## src/rtl/alu_req_arbiter.sv

```systemverilog
// rtl/alu_req_arbiter.sv - round-robin arbiter sharing one 4-bit ALU between two requesters
module alu_req_arbiter #(
    parameter int CNT_W = 8
) (
    input  logic             clk,
    input  logic             rst,
    input  logic [1:0]       req_valid,
    output logic [1:0]       req_ready,
    input  logic [5:0]       req_op,
    input  logic [7:0]       req_a,
    input  logic [7:0]       req_b,
    output logic [1:0]       resp_valid,
    input  logic [1:0]       resp_ready,
    output logic [3:0]       resp_data,
    output logic [2:0]       alu_op,
    output logic [3:0]       alu_a,
    output logic [3:0]       alu_b,
    input  logic [3:0]       alu_result,
    output logic             busy,
    output logic [CNT_W-1:0] cnt0,
    output logic [CNT_W-1:0] cnt1
);

    typedef enum logic [1:0] {
        IDLE  = 2'd0,
        ISSUE = 2'd1,
        RESP  = 2'd2
    } state_t;

    state_t           state_q, state_d;
    logic             prio_q, prio_d;
    logic             grant_q, grant_d;
    logic [2:0]       op_q, op_d;
    logic [3:0]       a_q, a_d;
    logic [3:0]       b_q, b_d;
    logic [3:0]       data_q, data_d;
    logic [CNT_W-1:0] cnt0_q, cnt0_d;
    logic [CNT_W-1:0] cnt1_q, cnt1_d;
    logic             sel;

    always_ff @(posedge clk) begin
        if (rst) begin
            state_q <= IDLE;
            prio_q  <= 1'b0;
            grant_q <= 1'b0;
            op_q    <= '0;
            a_q     <= '0;
            b_q     <= '0;
            data_q  <= '0;
            cnt0_q  <= '0;
            cnt1_q  <= '0;
        end else begin
            state_q <= state_d;
            prio_q  <= prio_d;
            grant_q <= grant_d;
            op_q    <= op_d;
            a_q     <= a_d;
            b_q     <= b_d;
            data_q  <= data_d;
            cnt0_q  <= cnt0_d;
            cnt1_q  <= cnt1_d;
        end
    end

    // The command registers double as the registered ALU drive, so they are
    // loaded at the request handshake and hold until the next one.
    always_comb begin
        state_d    = state_q;
        prio_d     = prio_q;
        grant_d    = grant_q;
        op_d       = op_q;
        a_d        = a_q;
        b_d        = b_q;
        data_d     = data_q;
        cnt0_d     = cnt0_q;
        cnt1_d     = cnt1_q;
        req_ready  = 2'b00;
        resp_valid = 2'b00;
        sel        = 1'b0;
        case (state_q)
            IDLE: begin
                if (req_valid == 2'b11) begin
                    req_ready = prio_q ? 2'b10 : 2'b01;
                end else begin
                    req_ready = req_valid;
                end
                if (|req_ready) begin
                    sel     = req_ready[1];
                    grant_d = sel;
                    op_d    = sel ? req_op[5:3] : req_op[2:0];
                    a_d     = sel ? req_a[7:4]  : req_a[3:0];
                    b_d     = sel ? req_b[7:4]  : req_b[3:0];
                    state_d = ISSUE;
                end
            end
            ISSUE: begin
                data_d  = alu_result;
                state_d = RESP;
            end
            RESP: begin
                resp_valid = grant_q ? 2'b10 : 2'b01;
                if (resp_ready[grant_q]) begin
                    if (grant_q) begin
                        cnt1_d = cnt1_q + CNT_W'(1);
                    end else begin
                        cnt0_d = cnt0_q + CNT_W'(1);
                    end
                    prio_d  = ~grant_q;
                    state_d = IDLE;
                end
            end
            default: state_d = IDLE;
        endcase
    end

    assign alu_op    = op_q;
    assign alu_a     = a_q;
    assign alu_b     = b_q;
    assign resp_data = data_q;
    assign busy      = (state_q != IDLE);
    assign cnt0      = cnt0_q;
    assign cnt1      = cnt1_q;

endmodule

```

## config.mk

```make
export PLATFORM = sky130hd
export DESIGN_NAME = alu_req_arbiter
export DESIGN_NICKNAME = d
export VERILOG_FILES = /design/src/rtl/alu_req_arbiter.sv
export SDC_FILE = /design/constraint.sdc
export NUM_CORES = 1
export LEC_CHECK = 0
export ABC_CLOCK_PERIOD_IN_PS = 2050
export CORE_MARGIN = 2
export CORE_UTILIZATION = 43
export DETAILED_ROUTE_END_ITERATION = 7
export MAX_ROUTING_LAYER = met4
export PLACE_DENSITY = 0.83
export SETUP_SLACK_MARGIN = 0.05
export SLEW_MARGIN = 20
export SYNTH_ARGS = -nofsm -noshare
export SYNTH_HDL_FRONTEND = slang
export SYNTH_SLANG_ARGS = --single-unit
```

## constraint.sdc

```tcl
create_clock -name clk -period 2.05 [get_ports clk]
set_input_delay 0.615 -clock clk [delete_from_list [all_inputs] [get_ports clk]]
set_output_delay 0.615 -clock clk [all_outputs]
set_load 0.01 [all_outputs]
```

**Yosys cells after proc, flatten, opt, wreduce, memory -nomap -nowiden**

Index checks and enable logic that the tools add are counted.

- Flip-flop bits (word level): 35
- Input port bits: 32
- Word-level logic and storage cells: 40

- Add/subtract/negate cells: 2
- Magnitude comparators: 1
- Equality and inequality tests: 5
- Multiplexer cells: 14
- Bitwise gates (word level): 1
- Reductions and logical operators: 8

Operator list:

| kind | count |
|---|---|
| 8-bit by 1-bit adder with 8-bit output, second input constant | 2 |
| 2-bit 2-to-1 mux | 8 |
| 4-bit 2-to-1 mux | 2 |
| 2-bit case mux with 3 select lines | 1 |
| 2-bit AND reduction | 3 |
| 3-bit AND reduction | 2 |
| 2-bit == test, second input constant | 2 |
| 2-bit inequality test, second input constant | 2 |
| 3-bit 2-to-1 mux | 1 |
| 2-bit by 1-bit == test with 1-bit output, second input constant | 1 |
| 2-bit zero test | 1 |
| 1-bit by 2-bit less-than comparator with 1-bit output, second input constant | 1 |
| 1-bit 2-to-1 mux | 2 |
| 2-bit nonzero test | 1 |
| 2-bit OR reduction | 1 |
| 1-bit inverter | 1 |

**Longest topological paths before layout**

- Depth after elaboration: 6
- Gate-level depth with buffers: 5
- Depth with buffers taken out: 4

**Worst setup path before layout**

No wires, ideal clock.

- Kind: input to output
- From: input port req_valid[0]
- To: output port req_ready[0]
- Arrival time: 1,271 ps
- Path slack: 164 ps
- Stages on the path: 2
- Buffers on the path: 0
- Path through: or3b_2 > a21oi_1

- Word-level cells in the longest chain between the ends: 4

Ends and longest elaborated chain:

| item | RTL line | RTL |
|---|---|---|
| start, declared | 7 | `input logic [1:0] req_valid,` |
| 2-bit == test | 82 | `if (req_valid == 2'b11) begin` |
| 2-bit 2-to-1 mux (*) | 82 |  |
| 2-bit 2-to-1 mux (*) (2 in a row) | 80 | `case (state_q)` |
| end, declared | 8 | `output logic [1:0] req_ready,` |

Mark *: on every way between the ends. The rest lies on a longest branch, timed or not. The select of a mux whose other input is x is not followed.

**Worst setup path in the final report**

- From: register state_q[1]
- To: output port busy

- Word-level cells in the longest chain between the ends: 1

Ends and longest elaborated chain:

| item | RTL line | RTL |
|---|---|---|
| start, declared | 30 | `state_t state_q, state_d;` |
| start signal, assigned | 53 | `state_q <= state_d;` |
| 2-bit nonzero test | 120 | `assign busy = (state_q != IDLE);` |
| end, declared | 19 | `output logic busy,` |

No other way between the ends.

==> results.ini <==
[cells_and_area]
fill_cells = 310
instances_no_fill = 316
finalInstanceArea_um2 = 2621
drive_gt1_frac = 0.1418
final_cell_mix = clkdlybuf4s50_1, dfxtp_1, a21oi_1, buf_4
layout_commonest_cell = clkdlybuf4s50_1
nets = 301
fin_util = 0.7054
syn2layout_area_growth_pct = 56.46
n_antenna_cell = 0

[worst_setup_path]
cp.arrival_ns = 1.35
critical_path.slowest_cell = dfxtp_2
r2r_cells = 6
critPathKind = flip-flop to output pin
cp_max_fo = 7
critPathMaxStageDelay_ns = 0.34
critPathLaunchType = flip-flop
r2r_start = state_q[1]$_SDFFE_PP0P_
reg2reg_setup_slack_ns = 0.38
crit_required_ns = 1.43
crit_chain = buf_6 > nor2_2 > buf_4 > inv_1 > dlygate4sd2_1
r2r_end = alu_b[0]$_SDFFE_PP0P_
cp-end-kind = output pin

[clocking]
root_buffer = clkbuf_8
clock_path_buffers = 2
clock-sinks = 35
clk_latency_ns = 0.29
hold_buffers = 0
clk_pin_slew_ns = 0.07
cts_htree_levels = 2
cts_tree = done
numCtsBuffers = 5

[hold_path]
hp-start = resp_data[0]$_SDFFE_PP0N_
hold_depth = 2
min_to = resp_data[0]$_SDFFE_PP0N_
hp-class = flip-flop to flip-flop

[drt]
drc = 0
wl_per_cell_um = 13.60
drt-initial-drc-count = 118
wl_um = 4298
ant_nets = 0
via_count = 1698
first_pass_iters = 4
vias_per_cell = 5.373

[power]
power_density_nw_per_um2 = 696.0
ir_drop_uv = 530.6
cellLeakagePower_uw = 0.001017

[floorplanning]
core_um2 = 3716
die_h_um = 66.42
num_rows = 22
die_x_um = 66.42
dieArea_um2 = 4412
start_util = 0.4508
io_pins = 68

[timing]
fin_crit_sh = 0.9567
setup_viol = 0
tightest_slew_ns = 0.4311
maxSlewHeadroom = 0.7126
fmax_mhz = 509.9
fin_crit_ns = 1.961
slew_violations = 0
rsz0062_at_grt = no
fin_skew_ns = 0.006778
hold_violations = 0

[global_route]
antenna_found_initial = 0
grt_usage = 0.2206
grt_max_degree = 23
grt_pass1_vias = 1613
grt_pass1_wl_um = 7320
grt_overflow = 0

[yosys]
yosysSeqAreaShare = 0.4182
syn_avg_cell_area_um2 = 8.959
syn_nets = 221
ys_types = 30
yosysWarnings = 0
ys_ff_latch = 35
netlist_area_um2 = 1675
synth_cells = 187

[placed_design]
dp_hpwl_um = 3122
gp_congestion = 0.8007
dp.cells = 308
io_buffer_count = 67
place_area_um2 = 2492

[run]
max_cap_violations = 0

[run_status]
status = finished clean

==> repair_timing <==
item	CTS	global route
resized for setup	22	0
setup buffers	0	0
endpoints found under the setup margin	5	0
==> registers in the layout (all words and copies together) (netlist names) <==
| name | flops |
|---|---|
| resp_data | 4 |
| state_q | 2 |
| cnt0 | 8 |
| alu_op | 3 |
| alu_a | 4 |
| prio_q | 1 |
| grant_q | 1 |
| cnt1 | 8 |
| alu_b | 4 |
==> layer usage <==
layer,GRT usage,share of wire
met5,-,0
met4,0.06633,0.0098
met3,0.06985,0.084
met2,0.3375,0.46
met1,0.2788,0.45
==> layout make-up <==
class | instances | area [um^2] | area share
clock inverters | 2 | 60.06 | 0.02291
inverters | 9 | 33.78 | 0.01289
well taps | 48 | 60.06 | 0.02291
flip-flops and latches | 35 | 701.9 | 0.2678
multi-input cells | 129 | 888.4 | 0.3389
repair buffers | 87 | 804.5 | 0.3069
clock buffers | 6 | 72.57 | 0.02769
==> cells by family (layout without fill, tap and decap cells) <==
group,Yosys count,in the layout,share of synthesized area
AOI/OAI and AO/OA,57,57,0.2069
xor gates and xnor gates,2,2,0.01046
adders and majority gates,2,2,0.01493
buffers and inverters,23,104,0.05825
DFF,35,35,0.4182
muxes,9,9,0.05527
and+or+nand+nor,59,59,0.2360
==> report_power, final <==
| part | internal, uW | switching [uW] |
|---|---|---|
| Combinational | 201 | 152 |
| Sequential | 720 | 24.2 |
| Clock | 486 | 241 |
| Total | 1410 | 417 |
==> worst max-delay path by stage <==
| stage | start | end | slack [ns] | depth (start not counted) |
|---|---|---|---|---|
| 6_report | state_q[1]$_SDFFE_PP0P_ | busy | 0.09 | 5 |
| 5_1_grt | state_q[1]$_SDFFE_PP0P_ | busy | 0.05 | 5 |
| 4_1_cts | state_q[1]$_SDFFE_PP0P_ | busy | 0.09 | 5 |
| 3_5_place_dp | req_valid[0] | req_ready[0] | -0.78 | 4 |
| 3_3_place_gp | req_valid[0] | req_ready[0] | -0.78 | 4 |
| 2_1_floorplan | req_valid[0] | req_ready[0] | 0.16 | 2 |
==> synth_stat cells, drive strengths merged <==
cell type	count	area [um^2]
o21ai	13	65.06
and2	1	6.260
inv	9	33.78
a21oi	25	125.1
nor3b	1	7.510
nand3	2	10.01
nand4	2	12.51
buf	4	26.27
dfxtp	35	700.7
clkbuf	10	37.54
nand4b	1	23.77
xor2	2	17.52
ha	2	25.02
a311oi	11	96.34
nand4bb	1	27.53
or4	8	60.06
or2	1	6.260
nor2	11	41.29
or3b	1	8.760
nor4	2	12.51
nand2	7	26.28
mux2	2	22.52
o31ai	8	60.06
nand3b	14	108.9
or3	2	12.51
nor2b	4	25.02
nand2b	1	6.260
mux2i	7	70.07
==> stage by stage <==
stage | setup TNS, ns | setup WS [ns] | hold slack [ns] | total power, uW
finish | 0 | 0.08872 | 0.4969 | 1824
global placement | -2.281 | -0.7765 | 0.4788 | 1111
detailed placement | -2.561 | -0.7771 | 0.4891 | 1114
global route | 0 | 0.05398 | 0.5123 | 1907
CTS | 0 | 0.08897 | 0.4981 | 1843
floorplan | 0 | 0.1635 | 0.4501 | 916.8
==> critical path, delay by kind of cell (launching register included) <==
| family | cells | cell delay (ns) |
|---|---|---|
| flip-flops | 1 | 0.34 |
| buffers and inverters | 4 | 0.57 |
| AND/OR/NAND/NOR | 1 | 0.15 |
(Power assumes the default switching activity.)
